==> config.mk <==
export PLATFORM = sky130hd
export DESIGN_NAME = mem_req_arbiter_flat
export DESIGN_NICKNAME = d
export VERILOG_FILES = /design/src/rtl/params_pkg.sv /design/src/rtl/mem_req_arbiter_if.sv /design/src/rtl/mem_req_arbiter.sv /design/src/flat_wrapper.sv
export SDC_FILE = /design/constraint.sdc
export NUM_CORES = 1
export LEC_CHECK = 0
export ABC_CLOCK_PERIOD_IN_PS = 1900
export CORE_AREA = 2 2 296 298
export DETAILED_ROUTE_END_ITERATION = 16
export DIE_AREA = 0 0 298 300
export DONT_BUFFER_PORTS = 1
export PLACE_DENSITY = 0.36
export SLEW_MARGIN = 30
export SYNTH_ARGS = -nofsm -noshare
export SYNTH_HDL_FRONTEND = slang
export SYNTH_SLANG_ARGS = --single-unit
==> constraint.sdc <==
create_clock -name clk_i -period 1.9 [get_ports clk_i]
set_input_delay 0.57 -clock clk_i [delete_from_list [all_inputs] [get_ports clk_i]]
set_output_delay 0.57 -clock clk_i [all_outputs]
set_load 0.01 [all_outputs]
==> src/rtl/params_pkg.sv <==
// rtl/params_pkg.sv - shared memory-side widths and access size encoding
package params_pkg;
    localparam int ADDR_WIDTH = 32;

    typedef enum logic [2:0] {
        SIZE_BYTE  = 3'd0,
        SIZE_HALF  = 3'd1,
        SIZE_WORD  = 3'd2,
        SIZE_DWORD = 3'd3,
        SIZE_LINE  = 3'd4
    } access_size_t;
endpackage

==> src/rtl/mem_req_arbiter_if.sv <==
// rtl/mem_req_arbiter_if.sv - cache request/fill and memory port bundle of the request arbiter
interface mem_req_arbiter_if #(
    parameter int ADDR_WIDTH = params_pkg::ADDR_WIDTH,
    parameter int DATA_WIDTH = 128
);
    import params_pkg::*;

    logic                  ic_req_valid_i;
    logic                  ic_req_ready_o;
    logic [ADDR_WIDTH-1:0] ic_req_addr_i;
    logic                  ic_fill_valid_o;
    logic [DATA_WIDTH-1:0] ic_fill_data_o;

    logic                  dc_req_valid_i;
    logic                  dc_req_ready_o;
    logic                  dc_req_is_wr_i;
    logic [ADDR_WIDTH-1:0] dc_req_addr_i;
    logic [DATA_WIDTH-1:0] dc_req_wdata_i;
    access_size_t          dc_req_size_i;
    logic                  dc_fill_valid_o;
    logic [DATA_WIDTH-1:0] dc_fill_data_o;

    logic                  mem_rd_req_valid_o;
    logic                  mem_wr_req_valid_o;
    logic                  mem_req_is_instr_o;
    logic [ADDR_WIDTH-1:0] mem_address_o;
    logic [DATA_WIDTH-1:0] mem_wr_data_o;
    access_size_t          mem_access_size_o;
    logic                  mem_data_valid_i;
    logic                  mem_data_is_instr_i;
    logic [DATA_WIDTH-1:0] mem_data_i;

    logic                  resp_err_o;

    modport slave (
        input  ic_req_valid_i, ic_req_addr_i,
        output ic_req_ready_o, ic_fill_valid_o, ic_fill_data_o,
        input  dc_req_valid_i, dc_req_is_wr_i, dc_req_addr_i, dc_req_wdata_i, dc_req_size_i,
        output dc_req_ready_o, dc_fill_valid_o, dc_fill_data_o,
        output mem_rd_req_valid_o, mem_wr_req_valid_o, mem_req_is_instr_o,
        output mem_address_o, mem_wr_data_o, mem_access_size_o,
        input  mem_data_valid_i, mem_data_is_instr_i, mem_data_i,
        output resp_err_o
    );

    modport master (
        output ic_req_valid_i, ic_req_addr_i,
        input  ic_req_ready_o, ic_fill_valid_o, ic_fill_data_o,
        output dc_req_valid_i, dc_req_is_wr_i, dc_req_addr_i, dc_req_wdata_i, dc_req_size_i,
        input  dc_req_ready_o, dc_fill_valid_o, dc_fill_data_o,
        input  mem_rd_req_valid_o, mem_wr_req_valid_o, mem_req_is_instr_o,
        input  mem_address_o, mem_wr_data_o, mem_access_size_o,
        output mem_data_valid_i, mem_data_is_instr_i, mem_data_i,
        input  resp_err_o
    );
endinterface

==> src/rtl/mem_req_arbiter.sv <==
// rtl/mem_req_arbiter.sv - round-robin I/D-cache line request arbiter with tag-steered fills
// Optional MEM_ARB_STATS_EN adds stall/read counters and a response latency check.
module mem_req_arbiter #(
    parameter int ADDR_WIDTH  = params_pkg::ADDR_WIDTH,
    parameter int DATA_WIDTH  = 128,
    parameter int MEM_LATENCY = 10
) (
    input  logic                   clk_i,
    input  logic                   rst_i,
    mem_req_arbiter_if.slave       bus
`ifdef MEM_ARB_STATS_EN
    ,
    output logic [31:0]            stat_ic_stall_o,
    output logic [31:0]            stat_dc_stall_o,
    output logic [31:0]            stat_rd_issued_o
`endif
);
    import params_pkg::*;

    typedef enum logic {SRC_IC, SRC_DC} src_e;

    src_e                  last_grant;
    logic                  ic_busy, dc_busy;
    logic                  ic_elig, dc_elig, ic_gnt, dc_gnt, ic_hit, dc_hit;
    logic                  rd_q, wr_q, instr_q, ic_fill_v_q, dc_fill_v_q, err_q;
    logic [ADDR_WIDTH-1:0] addr_q;
    logic [DATA_WIDTH-1:0] wdata_q, ic_fill_q, dc_fill_q;
    access_size_t          size_q;

    always_comb begin
        ic_elig = bus.ic_req_valid_i & ~ic_busy;
        dc_elig = bus.dc_req_valid_i & (bus.dc_req_is_wr_i | ~dc_busy);
        // On a tie the side that did not win last time goes first.
        ic_gnt  = ic_elig & (~dc_elig | (last_grant == SRC_DC));
        dc_gnt  = dc_elig & ~ic_gnt;
        ic_hit  = bus.mem_data_valid_i &  bus.mem_data_is_instr_i & ic_busy;
        dc_hit  = bus.mem_data_valid_i & ~bus.mem_data_is_instr_i & dc_busy;
    end

    always_ff @(posedge clk_i) begin
        if (rst_i) begin
            last_grant <= SRC_DC;
            rd_q       <= 1'b0;
            wr_q       <= 1'b0;
            instr_q    <= 1'b0;
            addr_q     <= '0;
            wdata_q    <= '0;
            size_q     <= SIZE_BYTE;
        end else begin
            rd_q <= 1'b0;
            wr_q <= 1'b0;
            if (ic_gnt) begin
                last_grant <= SRC_IC;
                rd_q       <= 1'b1;
                instr_q    <= 1'b1;
                addr_q     <= bus.ic_req_addr_i;
                size_q     <= SIZE_LINE;
            end else if (dc_gnt) begin
                last_grant <= SRC_DC;
                rd_q       <= ~bus.dc_req_is_wr_i;
                wr_q       <= bus.dc_req_is_wr_i;
                instr_q    <= 1'b0;
                addr_q     <= bus.dc_req_addr_i;
                wdata_q    <= bus.dc_req_wdata_i;
                size_q     <= bus.dc_req_size_i;
            end
        end
    end

    // A new grant and a matching response can coincide only if the flag was
    // already clear, so set takes priority over clear.
    always_ff @(posedge clk_i) begin
        if (rst_i) begin
            ic_busy     <= 1'b0;
            dc_busy     <= 1'b0;
            ic_fill_v_q <= 1'b0;
            dc_fill_v_q <= 1'b0;
            ic_fill_q   <= '0;
            dc_fill_q   <= '0;
            err_q       <= 1'b0;
        end else begin
            if (ic_gnt)                             ic_busy <= 1'b1;
            else if (ic_hit)                        ic_busy <= 1'b0;
            if (dc_gnt && !bus.dc_req_is_wr_i)      dc_busy <= 1'b1;
            else if (dc_hit)                        dc_busy <= 1'b0;
            ic_fill_v_q <= ic_hit;
            dc_fill_v_q <= dc_hit;
            if (ic_hit) ic_fill_q <= bus.mem_data_i;
            if (dc_hit) dc_fill_q <= bus.mem_data_i;
            if (bus.mem_data_valid_i && !ic_hit && !dc_hit) err_q <= 1'b1;
        end
    end

    assign bus.ic_req_ready_o     = ic_gnt;
    assign bus.dc_req_ready_o     = dc_gnt;
    assign bus.ic_fill_valid_o    = ic_fill_v_q;
    assign bus.ic_fill_data_o     = ic_fill_q;
    assign bus.dc_fill_valid_o    = dc_fill_v_q;
    assign bus.dc_fill_data_o     = dc_fill_q;
    assign bus.mem_rd_req_valid_o = rd_q;
    assign bus.mem_wr_req_valid_o = wr_q;
    assign bus.mem_req_is_instr_o = instr_q;
    assign bus.mem_address_o      = addr_q;
    assign bus.mem_wr_data_o      = wdata_q;
    assign bus.mem_access_size_o  = size_q;
    assign bus.resp_err_o         = err_q;

`ifdef MEM_ARB_STATS_EN
    logic [31:0]            ic_stall_q, dc_stall_q, rd_cnt_q;
    logic [MEM_LATENCY-1:0] resp_due_q;

    always_ff @(posedge clk_i) begin
        if (rst_i) begin
            ic_stall_q <= '0;
            dc_stall_q <= '0;
            rd_cnt_q   <= '0;
            resp_due_q <= '0;
        end else begin
            if (bus.ic_req_valid_i && !ic_gnt && ic_stall_q != 32'hffff_ffff) ic_stall_q <= ic_stall_q + 32'd1;
            if (bus.dc_req_valid_i && !dc_gnt && dc_stall_q != 32'hffff_ffff) dc_stall_q <= dc_stall_q + 32'd1;
            if (rd_q && rd_cnt_q != 32'hffff_ffff)                             rd_cnt_q   <= rd_cnt_q + 32'd1;
            resp_due_q <= {resp_due_q[MEM_LATENCY-2:0], rd_q};
        end
    end

    // Responses must line up exactly MEM_LATENCY cycles behind each issued read.
    always_ff @(posedge clk_i) begin
        if (!rst_i) begin
            assert (bus.mem_data_valid_i == resp_due_q[MEM_LATENCY-1]);
        end
    end

    assign stat_ic_stall_o  = ic_stall_q;
    assign stat_dc_stall_o  = dc_stall_q;
    assign stat_rd_issued_o = rd_cnt_q;
`else
    logic unused_latency;
    assign unused_latency = ^MEM_LATENCY;
`endif
endmodule

==> src/flat_wrapper.sv <==
// flat-port wrapper written by rule: the top's interface ports become plain ports
module mem_req_arbiter_flat import params_pkg::*;
#(
    parameter int ADDR_WIDTH  = params_pkg::ADDR_WIDTH,
    parameter int DATA_WIDTH  = 128,
    parameter int MEM_LATENCY = 10
)
  (clk_i, rst_i, bus_ic_req_valid_i, bus_ic_req_addr_i, bus_ic_req_ready_o, bus_ic_fill_valid_o, bus_ic_fill_data_o, bus_dc_req_valid_i, bus_dc_req_is_wr_i, bus_dc_req_addr_i, bus_dc_req_wdata_i, bus_dc_req_size_i, bus_dc_req_ready_o, bus_dc_fill_valid_o, bus_dc_fill_data_o, bus_mem_rd_req_valid_o, bus_mem_wr_req_valid_o, bus_mem_req_is_instr_o, bus_mem_address_o, bus_mem_wr_data_o, bus_mem_access_size_o, bus_mem_data_valid_i, bus_mem_data_is_instr_i, bus_mem_data_i, bus_resp_err_o);
  mem_req_arbiter_if #(.ADDR_WIDTH(ADDR_WIDTH), .DATA_WIDTH(DATA_WIDTH)) bus_i ();
  input  logic clk_i;
  input  logic rst_i;
  input wire logic [$bits(bus_i.ic_req_valid_i)-1:0] bus_ic_req_valid_i;
  input wire logic [$bits(bus_i.ic_req_addr_i)-1:0] bus_ic_req_addr_i;
  output wire logic [$bits(bus_i.ic_req_ready_o)-1:0] bus_ic_req_ready_o;
  output wire logic [$bits(bus_i.ic_fill_valid_o)-1:0] bus_ic_fill_valid_o;
  output wire logic [$bits(bus_i.ic_fill_data_o)-1:0] bus_ic_fill_data_o;
  input wire logic [$bits(bus_i.dc_req_valid_i)-1:0] bus_dc_req_valid_i;
  input wire logic [$bits(bus_i.dc_req_is_wr_i)-1:0] bus_dc_req_is_wr_i;
  input wire logic [$bits(bus_i.dc_req_addr_i)-1:0] bus_dc_req_addr_i;
  input wire logic [$bits(bus_i.dc_req_wdata_i)-1:0] bus_dc_req_wdata_i;
  input wire logic [$bits(bus_i.dc_req_size_i)-1:0] bus_dc_req_size_i;
  output wire logic [$bits(bus_i.dc_req_ready_o)-1:0] bus_dc_req_ready_o;
  output wire logic [$bits(bus_i.dc_fill_valid_o)-1:0] bus_dc_fill_valid_o;
  output wire logic [$bits(bus_i.dc_fill_data_o)-1:0] bus_dc_fill_data_o;
  output wire logic [$bits(bus_i.mem_rd_req_valid_o)-1:0] bus_mem_rd_req_valid_o;
  output wire logic [$bits(bus_i.mem_wr_req_valid_o)-1:0] bus_mem_wr_req_valid_o;
  output wire logic [$bits(bus_i.mem_req_is_instr_o)-1:0] bus_mem_req_is_instr_o;
  output wire logic [$bits(bus_i.mem_address_o)-1:0] bus_mem_address_o;
  output wire logic [$bits(bus_i.mem_wr_data_o)-1:0] bus_mem_wr_data_o;
  output wire logic [$bits(bus_i.mem_access_size_o)-1:0] bus_mem_access_size_o;
  input wire logic [$bits(bus_i.mem_data_valid_i)-1:0] bus_mem_data_valid_i;
  input wire logic [$bits(bus_i.mem_data_is_instr_i)-1:0] bus_mem_data_is_instr_i;
  input wire logic [$bits(bus_i.mem_data_i)-1:0] bus_mem_data_i;
  output wire logic [$bits(bus_i.resp_err_o)-1:0] bus_resp_err_o;
  assign bus_i.ic_req_valid_i = bus_ic_req_valid_i;
  assign bus_i.ic_req_addr_i = bus_ic_req_addr_i;
  assign bus_ic_req_ready_o = bus_i.ic_req_ready_o;
  assign bus_ic_fill_valid_o = bus_i.ic_fill_valid_o;
  assign bus_ic_fill_data_o = bus_i.ic_fill_data_o;
  assign bus_i.dc_req_valid_i = bus_dc_req_valid_i;
  assign bus_i.dc_req_is_wr_i = bus_dc_req_is_wr_i;
  assign bus_i.dc_req_addr_i = bus_dc_req_addr_i;
  assign bus_i.dc_req_wdata_i = bus_dc_req_wdata_i;
  assign bus_i.dc_req_size_i = bus_dc_req_size_i;
  assign bus_dc_req_ready_o = bus_i.dc_req_ready_o;
  assign bus_dc_fill_valid_o = bus_i.dc_fill_valid_o;
  assign bus_dc_fill_data_o = bus_i.dc_fill_data_o;
  assign bus_mem_rd_req_valid_o = bus_i.mem_rd_req_valid_o;
  assign bus_mem_wr_req_valid_o = bus_i.mem_wr_req_valid_o;
  assign bus_mem_req_is_instr_o = bus_i.mem_req_is_instr_o;
  assign bus_mem_address_o = bus_i.mem_address_o;
  assign bus_mem_wr_data_o = bus_i.mem_wr_data_o;
  assign bus_mem_access_size_o = bus_i.mem_access_size_o;
  assign bus_i.mem_data_valid_i = bus_mem_data_valid_i;
  assign bus_i.mem_data_is_instr_i = bus_mem_data_is_instr_i;
  assign bus_i.mem_data_i = bus_mem_data_i;
  assign bus_resp_err_o = bus_i.resp_err_o;
  mem_req_arbiter #(.ADDR_WIDTH(ADDR_WIDTH), .DATA_WIDTH(DATA_WIDTH), .MEM_LATENCY(MEM_LATENCY)) u_core (.clk_i(clk_i), .rst_i(rst_i), .bus(bus_i));
endmodule
* After elaboration in Yosys (flattened, before gate mapping) *
Index checks and enable logic that the tools add are counted.

cells by class
  multiplexer cells = 14
  bitwise gates (word level) = 17
  reductions and logical operators = 12

operators by type and width
  kind                 count
  32-bit two-way mux   2
  1-bit two-way mux    10
  1-bit bitwise AND    8
  1-bit inverter       7
  3-bit two-way mux    2
  2-bit nonzero test   3
  1-bit logical AND    3
  1-bit logical NOT    3
  3-bit OR reduction   1
  1-bit bitwise OR     2
  2-bit AND reduction  1
  2-bit OR reduction   1

storage, ports and cells
  flip-flop bits (word level) = 428
  input port bits = 330
  output and inout bits = 427
  word-level logic and storage cells = 58

* Logic depth before layout (Yosys ltp) *
Gate-level depths: netlist of run 1.

  word-level depth = 10
  depth in mapped cells = 7

* Worst setup path after synthesis of run 1 *
Ideal clock, no wire load.

  path type = input to output
  start = input bus_dc_req_is_wr_i
  end = output bus_ic_req_ready_o
  arrival time = 1224 ps
  required time = 1330 ps
  path slack = 106 ps
  stages = 3
  buffers on the path = 1
  cells stage by stage = nand2b_2 -> a31oi_4 -> buf_2

on the way
  word-level cells in the longest chain between the ends = 5

RTL lines
  item               RTL line               RTL
  start, declared    flat_wrapper.sv:18     input wire logic [$bits(bus_i.dc_req_is_wr_i)-1:0] bus_dc_req_is_wr_i;
  1-bit bitwise OR   mem_req_arbiter.sv:32  dc_elig = bus.dc_req_valid_i & (bus.dc_req_is_wr_i | ~dc_busy);
  1-bit bitwise AND  mem_req_arbiter.sv:32
  1-bit inverter     mem_req_arbiter.sv:34  ic_gnt = ic_elig & (~dc_elig | (last_grant == SRC_DC));
  1-bit bitwise OR   mem_req_arbiter.sv:34
  1-bit bitwise AND  mem_req_arbiter.sv:34
  end, declared      flat_wrapper.sv:14     output wire logic [$bits(bus_i.ic_req_ready_o)-1:0] bus_ic_req_ready_o;

Every way passes these cells.

* Final worst setup path of run 1 *
  start = register u_core.ic_busy
  end = output bus_dc_req_ready_o

on the way
  word-level cells in the longest chain between the ends = 5

RTL lines
  item                    RTL line               RTL
  start, declared         mem_req_arbiter.sv:23  logic ic_busy, dc_busy;
  start signal, assigned  mem_req_arbiter.sv:74  ic_busy <= 1'b0;
  start signal, assigned  mem_req_arbiter.sv:82  if (ic_gnt) ic_busy <= 1'b1;
  start signal, assigned  mem_req_arbiter.sv:83  else if (ic_hit) ic_busy <= 1'b0;
  1-bit inverter          mem_req_arbiter.sv:31  ic_elig = bus.ic_req_valid_i & ~ic_busy;
  1-bit bitwise AND       mem_req_arbiter.sv:31
  1-bit bitwise AND       mem_req_arbiter.sv:34
  1-bit inverter          mem_req_arbiter.sv:35  dc_gnt = dc_elig & ~ic_gnt;
  1-bit bitwise AND       mem_req_arbiter.sv:35
  end, declared           flat_wrapper.sv:22     output wire logic [$bits(bus_i.dc_req_ready_o)-1:0] bus_dc_req_ready_o;

Every way passes these cells.

==> impl_metrics.yaml, run 1 <==
die:
  die_w_um: 298
  ioPinCount: 757
  die_y_um: 300
  row_count: 108
  start_util: 0.1721
  die-area_mm2: 0.08940
  coreArea_mm2: 0.08621
power:
  internal_power_mw: 15.84
  p_clk_frac: 0.476
  powerDensity_mw_per_mm2: 1159
  p_leak_nw: 6.060
  switchingPower_mw: 5.129
  seqPwrFrac: 0.469
  vdd_drop_max_uv: 788.7
  p_comb_frac: 0.054
  p_sw_frac: 0.2446
route:
  avgRoutedWirePerCell_um: 19.22
  dr.first_iter.drc_count: 1175
  vias: 12540
  firstDrtPassIters: 7
  wl_um: 57560
  postRouteAntennaNets: 0
  drc: 0
  via_per_inst: 4.189
finish:
  fin_nets: 2132
  fillers: 9692
  final_area_mm2: 0.01809
  antenna_cells: 0
  regArea_mm2: 0.008576
  multiInputGateArea_mm2: 0.005540
  syn2layout_area_growth_pct: 21.87
  final_layout_size_suffix_gt1_frac: 0.08483
setup_path:
  timing.rr.end: "u_core.bus.mem_address_o[3]"
  worstSetupPathType: "register to output port"
  path_max_fanout: 7
  crit_arrival_ns: 1.41
  rrSetupSlack_ns: 0.14
  crit_chain: "nand3b_4 > nand3_4 > inv_8 > buf_16"
  reg2regPathDepth: 8
  critPathLaunchType: "register"
  reg2reg_from: "u_core.ic_busy"
  critPathBufInv: 2
  cp_slowest_cell: "dfxtp_4"
  cp-end-kind: "output port"
  cpPeakStageDelay_ns: 0.36
  crit_family: "flip-flops"
  required_ns: 1.33
  crit_cells: 4
timing:
  setup_violations: 2
  worstMarginPinSlew_ns: 0.7558
  hold_viol: 0
  slew_violations: 0
  fin_skew_ns: 0.02020
  post-route-period-util: 1.040
  fin_crit_ns: 1.976
  timing.fmax_mhz: 506.0
  layout_setup_ws_ns: -0.07642
  rsz0062_at_grt: "true"
  hold_slack_ns: 0.03981
  slew_headroom: 0.4961
cts:
  cts_max_path_buffers: 3
  cts.sinks: 428
  clock_tree.root_cell: "clkbuf_16"
  insertion_delay_ns: 0.60
  htreeDepth: 2
  cts_buffers: 50
  cts_tree: "yes"
  clk_transition_reported_paths_ns: 0.06
place:
  io_buffer_count: 0
  place.gp.congestion: 0.8743
  dpl-instance-area_mm2: 0.01620
  dp_hpwl_um: 41190
outcome:
  violations: "setup timing"
  outcome: "complete, but fails checks"
logic_synthesis:
  yosys.cell_count.top_type: "nand2_1"
  yosys_register_bits: 428
  synth_area_per_cell_um2: 8.123
  synth_cell_types: 27
  synth_common_cells: "nand2_1 (773), dfxtp_1 (428), a21oi_1 (390)"
  synthTopCellsByArea: "dfxtp_1 (58%), nand2_1 (20%), a21oi_1 (13%)"
  synth-edff-count: 0
  async_reset_ff_frac: 0
  ys.warnings.count: 0
  synth_nets: 2157
  synth_top_area_frac: 0.5774
  yosysSeqAreaShare: 0.5774
  synthFlopType: "dfxtp_1"
  syn-cell-area_mm2: 0.01484
  synth_cells: 1827
  synth_top_area_cell: "dfxtp_1"
global_route:
  grt_overflow: 0
  grt_pass1_vias: 12260
  grt_max_degree: 426
  antenna_found_initial: 1
  grt_pass1_wl_um: 82950
  grt_usage: 0.1207
min_path:
  hold_class: "input pin to register"
  worstHoldPathCells: 1
  holdCritStartpoint: "rst_i"
  min_to: "u_core.bus.dc_fill_data_o[0]"
run:
  maxCapViolations: 0
## worst max-delay path by stage
stage | start | end | slack [ns]
floorplan | bus_dc_req_is_wr_i | bus_ic_req_ready_o | 0.11
global placement | bus_dc_req_is_wr_i | bus_dc_req_ready_o | 0.09
detailed placement | bus_dc_req_is_wr_i | bus_dc_req_ready_o | 0.09
CTS | u_core.ic_busy | bus_dc_req_ready_o | -0.15
global route | u_core.ic_busy | bus_dc_req_ready_o | -0.18
finish | u_core.ic_busy | bus_dc_req_ready_o | -0.08
## layout by cell type, fill, tap and decap left out
cell | Yosys | layout
nand2_1 | 773 | 773
dfxtp_1 | 428 | 426
a21oi_1 | 390 | 390
clkbuf_16 | 0 | 50
buf_4 | 5 | 42
nor2_1 | 37 | 37
a222oi_1 | 31 | 31
buf_12 | 0 | 17
clkbuf_8 | 0 | 13
clkbuf_1 | 53 | 9
clkinv_2 | 0 | 6
bufinv_16 | 0 | 5
nor3_1 | 4 | 4
inv_1 | 3 | 3
mux2i_1 | 3 | 3
bufbuf_16 | 0 | 3
nand2b_4 | 0 | 2
nand3_4 | 1 | 2
nand2b_1 | 3 | 2
inv_6 | 0 | 2
clkinvlp_4 | 0 | 2
dlygate4sd3_1 | 0 | 2
dfxtp_4 | 0 | 2
nand3b_4 | 1 | 1
inv_8 | 0 | 1
a31oi_4 | 1 | 1
a21boi_2 | 1 | 1
and3b_4 | 0 | 1
nand3b_1 | 1 | 1
and3_4 | 0 | 1
a221oi_2 | 1 | 1
a21o_1 | 1 | 1
nor2b_1 | 1 | 1
clkinv_8 | 0 | 1
clkinv_4 | 0 | 1
buf_16 | 0 | 1
## final cells by class
type,instances,share of cell area
repair buffers,65,0.04428
flip-flops and latches,428,0.4742
well taps,1155,0.07990
multi-input cells,1253,0.3063
clock buffers,72,0.08094
inverters,4,0.001245
clock inverters,17,0.01314
## worst reg2reg max path: stages (launching register included)
cell      delay [ns]
dfxtp_4         0.36
nand3b_4        0.17
nand3_4         0.10
inv_8           0.04
buf_4           0.15
buf_4           0.19
buf_12          0.18
a222oi_1        0.38
nor2_1          0.08
## per-stage QoR
stage | power, mW | setup slack (ns) | instances | setup TNS, ns | utilization
final | 20.96 | -0.07642 | 2994 | -0.1023 | 0.2098
after detailed placement | 11.10 | 0.08996 | 2895 | 0 | 0.1879
after global placement | 11.08 | 0.08596 | 2895 | 0 | 0.1879
after floorplan | 10.81 | 0.1063 | 1827 | 0 | -
after global routing | 21.86 | -0.1811 | 2994 | -0.2870 | 0.2098
after CTS | 21.34 | -0.1539 | 2993 | -0.2609 | 0.2097
## flip-flops by register name (all words and copies together), names as in the netlist
name / count
u_core.bus.mem_wr_req_valid_o: 1
u_core.bus.mem_rd_req_valid_o: 1
u_core.bus.mem_req_is_instr_o: 1
u_core.bus.mem_access_size_o: 3
u_core.last_grant: 1
u_core.bus.dc_fill_data_o: 128
u_core.bus.mem_address_o: 32
u_core.bus.mem_wr_data_o: 128
u_core.ic_busy: 1
u_core.bus.ic_fill_data_o: 128
u_core.bus.ic_fill_valid_o: 1
u_core.bus.resp_err_o: 1
u_core.dc_busy: 1
u_core.bus.dc_fill_valid_o: 1
## logic make-up after synthesis
family / share of synthesized area
and+or+nand+nor: 0.2129
DFF: 0.5774
AOI/OAI and AO/OA: 0.1561
buffers and inverters: 0.05160
muxes: 0.002024
## power by group through the flow
stage | combinational (mW) | clock (mW) | sequential [mW]
after detailed placement | 1.05 | 0 | 10.0
after global placement | 1.03 | 0 | 10.1
final | 1.14 | 9.98 | 9.84
after CTS | 1.15 | 10.3 | 9.85
after floorplan | 0.926 | 0 | 9.89
after global routing | 1.28 | 10.7 | 9.87
## metal layers
metal / global-route usage / part of all wire / vias up
met1: 0.1400 / 0.39 / 5975
met4: 0.04894 / 0.034 / 0
li1: - / - / 5905
met3: 0.04581 / 0.098 / 99
met5: 0 / 0 / -
met2: 0.1999 / 0.48 / 562
## timing repair
action,CTS,global route
gates resized for setup,9,0
setup buffers,5,0
pin swaps,2,0
hold buffers,1,1
gates cloned,3,0
setup endpoints to repair,2,2
hold endpoints to repair,4,2
Note: power is estimated with default switching activity, not from simulation.
==> inputs of run 2 (changes only) <==
- CORE_AREA: 2 2 296 298 -> 2 2 295 297
- DIE_AREA: 0 0 298 300 -> 0 0 297 299
==> run 2 against run 1 <==
- the flow finishes with violations (slew limit, setup timing)
- via count is 0.77% lower
- clock skew is 0.0079 ns lower
- final area fell by 0.96%
- critical path type unchanged
==> impl_metrics.yaml, run 2 (synthesis results as in run 1) <==
outcome:
  outcome: "complete, but fails checks"
  violations: "slew limit, setup timing"
timing:
  layout_setup_ws_ns: -0.05266
  fin_crit_ns: 1.953
  slew_headroom: -0.2370
  rsz0062_at_grt: "true"
  fin_skew_ns: 0.01227
  hold_slack_ns: 0.09646
  setup_violations: 2
  finalSetupTns_ns: -0.07831
  slew_violations: 184
  timing.fmax_mhz: 512.1
  worstMarginPinSlew_ns: 1.856
  post-route-period-util: 1.028
  hold_viol: 0
route:
  wl_um: 57940
  dr.first_iter.drc_count: 1233
  avgRoutedWirePerCell_um: 19.46
  drc: 0
  vias: 12450
  postRouteAntennaNets: 0
  via_per_inst: 4.180
  firstDrtPassIters: 9
cts:
  insertion_delay_ns: 0.58
  hold_buffers: 0
  clock_tree.root_cell: "clkbuf_16"
  cts_tree: "yes"
  clk_transition_reported_paths_ns: 0.06
  cts_buffers: 51
  cts.sinks: 428
  htreeDepth: 2
  cts_max_path_buffers: 3
die:
  ioPinCount: 757
  row_count: 108
  die_y_um: 299
  start_util: 0.1727
  die_w_um: 297
  die-area_mm2: 0.08880
  coreArea_mm2: 0.08594
setup_path:
  timing.rr.end: "u_core.bus.mem_wr_data_o[7]"
  critPathBufInv: 2
  reg2regPathDepth: 9
  cpPeakStageDelay_ns: 0.35
  reg2reg_from: "u_core.ic_busy"
  cp_slowest_cell: "dfxtp_2"
  cp-end-kind: "output port"
  crit_arrival_ns: 1.38
  path_max_fanout: 8
  required_ns: 1.33
  critPathLaunchType: "register"
  crit_family: "flip-flops"
  crit_chain: "nand3b_4 > nand3_4 > inv_6 > buf_12"
  worstSetupPathType: "register to output port"
  rrSetupSlack_ns: 0.08
global_route:
  grt_pass1_vias: 12200
  grt_usage: 0.1219
  grt_overflow: 0
  grt_pass1_wl_um: 83120
  grt_max_degree: 429
  antenna_found_initial: 0
power:
  seqPwrFrac: 0.476
  internal_power_mw: 15.64
  p_comb_frac: 0.053
  vdd_drop_max_uv: 580.9
  p_sw_frac: 0.2431
  p_clk_frac: 0.470
  powerDensity_mw_per_mm2: 1153
  p_leak_nw: 5.949
  switchingPower_mw: 5.022
  power_mw: 20.66
place:
  io_buffer_count: 0
  pre_cts_ws_ns: 0.06593
  dpl-instance-area_mm2: 0.01615
  dp_hpwl_um: 41420
  place.gp.congestion: 0.8688
  dpl.cell_count: 2884
finish:
  fin_util: 0.2084
  final_area_mm2: 0.01791
  antenna_cells: 0
  fin_nets: 2116
  layout_common_cells: "nand2_1 (773), dfxtp_1 (425), a21oi_1 (390)"
  syn2layout_area_growth_pct: 20.70
  fillers: 9642
  final_layout_size_suffix_gt1_frac: 0.07409
  final_common_cell: "nand2_1"
  fin_cells: 2977
min_path:
  worstHoldPathCells: 1
  min_to: "u_core.bus.mem_wr_data_o[101]"
  holdCritStartpoint: "rst_i"
  hold_class: "input pin to register"
run:
  maxCapViolations: 0
[run 2: cell count changes in the layout (fill, tap and decap cells not counted), sizes merged]
cell,change
inv,-2
dlygate4sd3,-2
clkinv,-1
clkbuf,+6
clkinvlp,-1
bufbuf,-1
buf,-14
bufinv,-2
[run 2: power groups by stage]
stage	Clock (mW)	Sequential [mW]	Combinational [mW]
3_5_place_dp	0	10.0	1.06
4_1_cts	10.2	9.85	1.10
6_report	9.71	9.84	1.10
2_1_floorplan	0	9.89	0.926
5_1_grt	10.5	9.87	1.24
3_3_place_gp	0	10.0	1.03
[run 2: cell type report]
class,count,area (um^2),share of cell area
multi-input cells,1253,5540,0.3093
repair buffers,48,684.4,0.03821
inverters,4,20.02,0.001118
clock buffers,78,1510,0.08431
clock inverters,11,140.1,0.007823
flip-flops and latches,428,8572,0.4786
well taps,1155,1445,0.08068
[run 2: worst max-delay path by stage]
stage	start	end	cells past startpoint
CTS	u_core.ic_busy	bus_dc_req_ready_o	4
global route	u_core.ic_busy	bus_dc_req_ready_o	4
floorplan	bus_dc_req_is_wr_i	bus_ic_req_ready_o	3
detailed placement	bus_dc_req_is_wr_i	u_core.bus.mem_wr_data_o[6]	5
global placement	bus_dc_req_is_wr_i	u_core.bus.mem_wr_data_o[123]	5
finish	u_core.ic_busy	bus_dc_req_ready_o	4
[run 2: timing repair]
item,CTS,global route
pin swaps,2,1
hold endpoints to repair,0,0
setup buffers,2,0
gates cloned,2,0
endpoints found under the setup margin,2,3
resized for setup,5,3
[run 2: routing by layer]
metal  GRT usage  share of wire
met5           0              0
met2      0.2057           0.48
met4     0.05303          0.039
met3     0.05234           0.11
met1      0.1332           0.37
==> inputs of run 3 (changes only) <==
- CORE_AREA: 2 2 295 297 -> 5 5 289 291
- DIE_AREA: 0 0 297 299 -> 0 0 294 296
- PLACE_DENSITY: 0.36 -> not set
- PLACE_DENSITY_LB_ADDON: not set -> 0.15
- TNS_END_PERCENT: not set -> 30
==> run 3 against run 2 <==
- the flow finishes with violations (setup timing)
- power up 1.2%
- combinational power about the same
- final area unchanged
- clock power up 2.4%
- utilization up 1.5 points
- register-to-register slack better by 0.10 ns
- hold slack better by 0.016 ns
- first-iteration DRC count down 25%
- critical path type unchanged
- critical endpoint unchanged
==> impl_metrics.yaml, run 3 (synthesis results as in run 1) <==
global_route:
  grt_usage: 0.1331
  grt_overflow: 0
  grt_max_degree: 429
  grt_pass1_vias: 12000
  antenna_found_initial: 1
  grt_pass1_wl_um: 87360
run:
  maxCapViolations: 0
route:
  avgRoutedWirePerCell_um: 21.76
  drc: 0
  vias: 12370
  firstDrtPassIters: 9
  postRouteAntennaNets: 0
  wl_um: 63060
  via_per_inst: 4.269
  dr.first_iter.drc_count: 922
setup_path:
  critPathBufInv: 2
  crit_cells: 4
  critPathLaunchType: "register"
  worstSetupPathType: "register to output port"
  cp_slowest_cell: "dfxtp_4"
  crit_chain: "nand3b_4 > nand3_4 > inv_4 > buf_12"
  startpoint: "u_core.ic_busy"
  crit_arrival_ns: 1.34
  path_max_fanout: 8
  reg2reg_from: "u_core.ic_busy"
  reg2regPathDepth: 8
  crit_family: "flip-flops"
  required_ns: 1.33
  cpPeakStageDelay_ns: 0.35
  cp-end-kind: "output port"
min_path:
  holdCritStartpoint: "bus_mem_data_i[7]"
  hold_class: "input pin to register"
  worstHoldPathCells: 2
timing:
  hold_viol: 0
  layout_setup_ws_ns: -0.01452
  slew_headroom: 0.1787
  rsz0062_at_grt: "true"
  fin_skew_ns: 0.01876
  post-route-period-util: 1.008
  timing.fmax_mhz: 522.3
  fin_crit_ns: 1.915
  worstMarginPinSlew_ns: 1.232
  slew_violations: 0
  setup_violations: 2
die:
  start_util: 0.1848
  row_count: 104
  die-area_mm2: 0.08702
  die_y_um: 296
  die_w_um: 294
  ioPinCount: 757
  coreArea_mm2: 0.08029
finish:
  fin_util: 0.2231
  final_common_cell: "nand2_1"
  regArea_mm2: 0.008576
  multiInputGateArea_mm2: 0.005540
  fillers: 8816
  final_layout_size_suffix_gt1_frac: 0.08165
  syn2layout_area_growth_pct: 20.70
  layout_common_cells: "nand2_1 (773), dfxtp_1 (426), a21oi_1 (390)"
  final_area_mm2: 0.01791
  fin_nets: 2126
  fin_cells: 2898
outcome:
  violations: "setup timing"
  outcome: "complete, but fails checks"
cts:
  clock_tree.root_cell: "clkbuf_16"
  cts.sinks: 428
  cts_max_path_buffers: 3
  cts_tree: "yes"
  htreeDepth: 2
  insertion_delay_ns: 0.59
  clk_transition_reported_paths_ns: 0.06
  hold_buffers: 0
  cts_buffers: 52
power:
  powerDensity_mw_per_mm2: 1168
  p_leak_nw: 6.012
  power_mw: 20.92
  vdd_drop_max_uv: 662.2
place:
  place.gp.congestion: 0.8240
  dpl.cell_count: 2794
  pre_cts_ws_ns: 0.08539
  dpl-instance-area_mm2: 0.01606
  dp_hpwl_um: 46430
  io_buffer_count: 0
-- run 3: cell types whose count changed in the layout (fill, tap and decap cells not counted), moves of 2 or more --
cell / previous run / this run
clkinvlp_4: 1 / 3
dfxtp_4: 0 / 2
buf_4: 24 / 35
clkbuf_8: 9 / 15
clkinv_2: 5 / 3
dfxtp_2: 3 / 0
-- run 3: final cells by class --
class / instances / share of cell area
antenna: 1 / 0.0001397
clock buffer: 83 / 0.08871
clock inverter: 12 / 0.007404
inverter: 4 / 0.0009779
multi-input combinational: 1253 / 0.3093
sequential: 428 / 0.4788
tap: 1060 / 0.07404
timing repair buffer: 57 / 0.04065
-- run 3: final timing paths --
kind                                                      end  slack [ns]
worst max register to register   u_core.bus.mem_address_o[26]        0.18
worst max-delay path                       bus_dc_req_ready_o       -0.01
worst min register to register  u_core.bus.ic_fill_data_o[34]        0.50
worst min-delay path             u_core.bus.ic_fill_data_o[7]        0.11
-- run 3: per-layer routing --
layer / wire length (um) / global-route usage / up-vias
met5: 0 / 0 / -
met4: 1829 / 0.04148 / 0
met3: 6383 / 0.05370 / 94
met2: 31130 / 0.2273 / 491
met1: 23720 / 0.1532 / 5873
li1: - / - / 5914
-- run 3: what timing repair did --
action	CTS	global route
gates cloned	2	0
pin swaps	2	0
resized for setup	6	0
buffers inserted	5	1
setup endpoints to repair	2	2
-- run 3: power breakdown --
part / internal [mW] / leakage (nW) / switching, mW
clock network: 5.98 / 0.836 / 3.96
logic: 0.457 / 1.69 / 0.653
registers: 9.35 / 3.48 / 0.514
total: 15.8 / 6.01 / 5.13
-- run 3: worst register-to-register path: cells and delay by family, from the launching register on --
family	cells	cell delay [ns]
AOI/OAI and AO/OA	1	0.35
buffers and inverters	4	0.60
DFF	1	0.35
and+or+nand+nor	3	0.31
-- run 3: metrics by stage --
| stage | hold slack [ns] | TNS [ns] |
|---|---|---|
| after global routing | 0.02676 | -0.2339 |
| after global placement | 0.4916 | 0 |
| after floorplan | 0.4805 | 0 |
| final | 0.1123 | -0.02606 |
| after CTS | 0.02866 | -0.1927 |
| after detailed placement | 0.4949 | 0 |
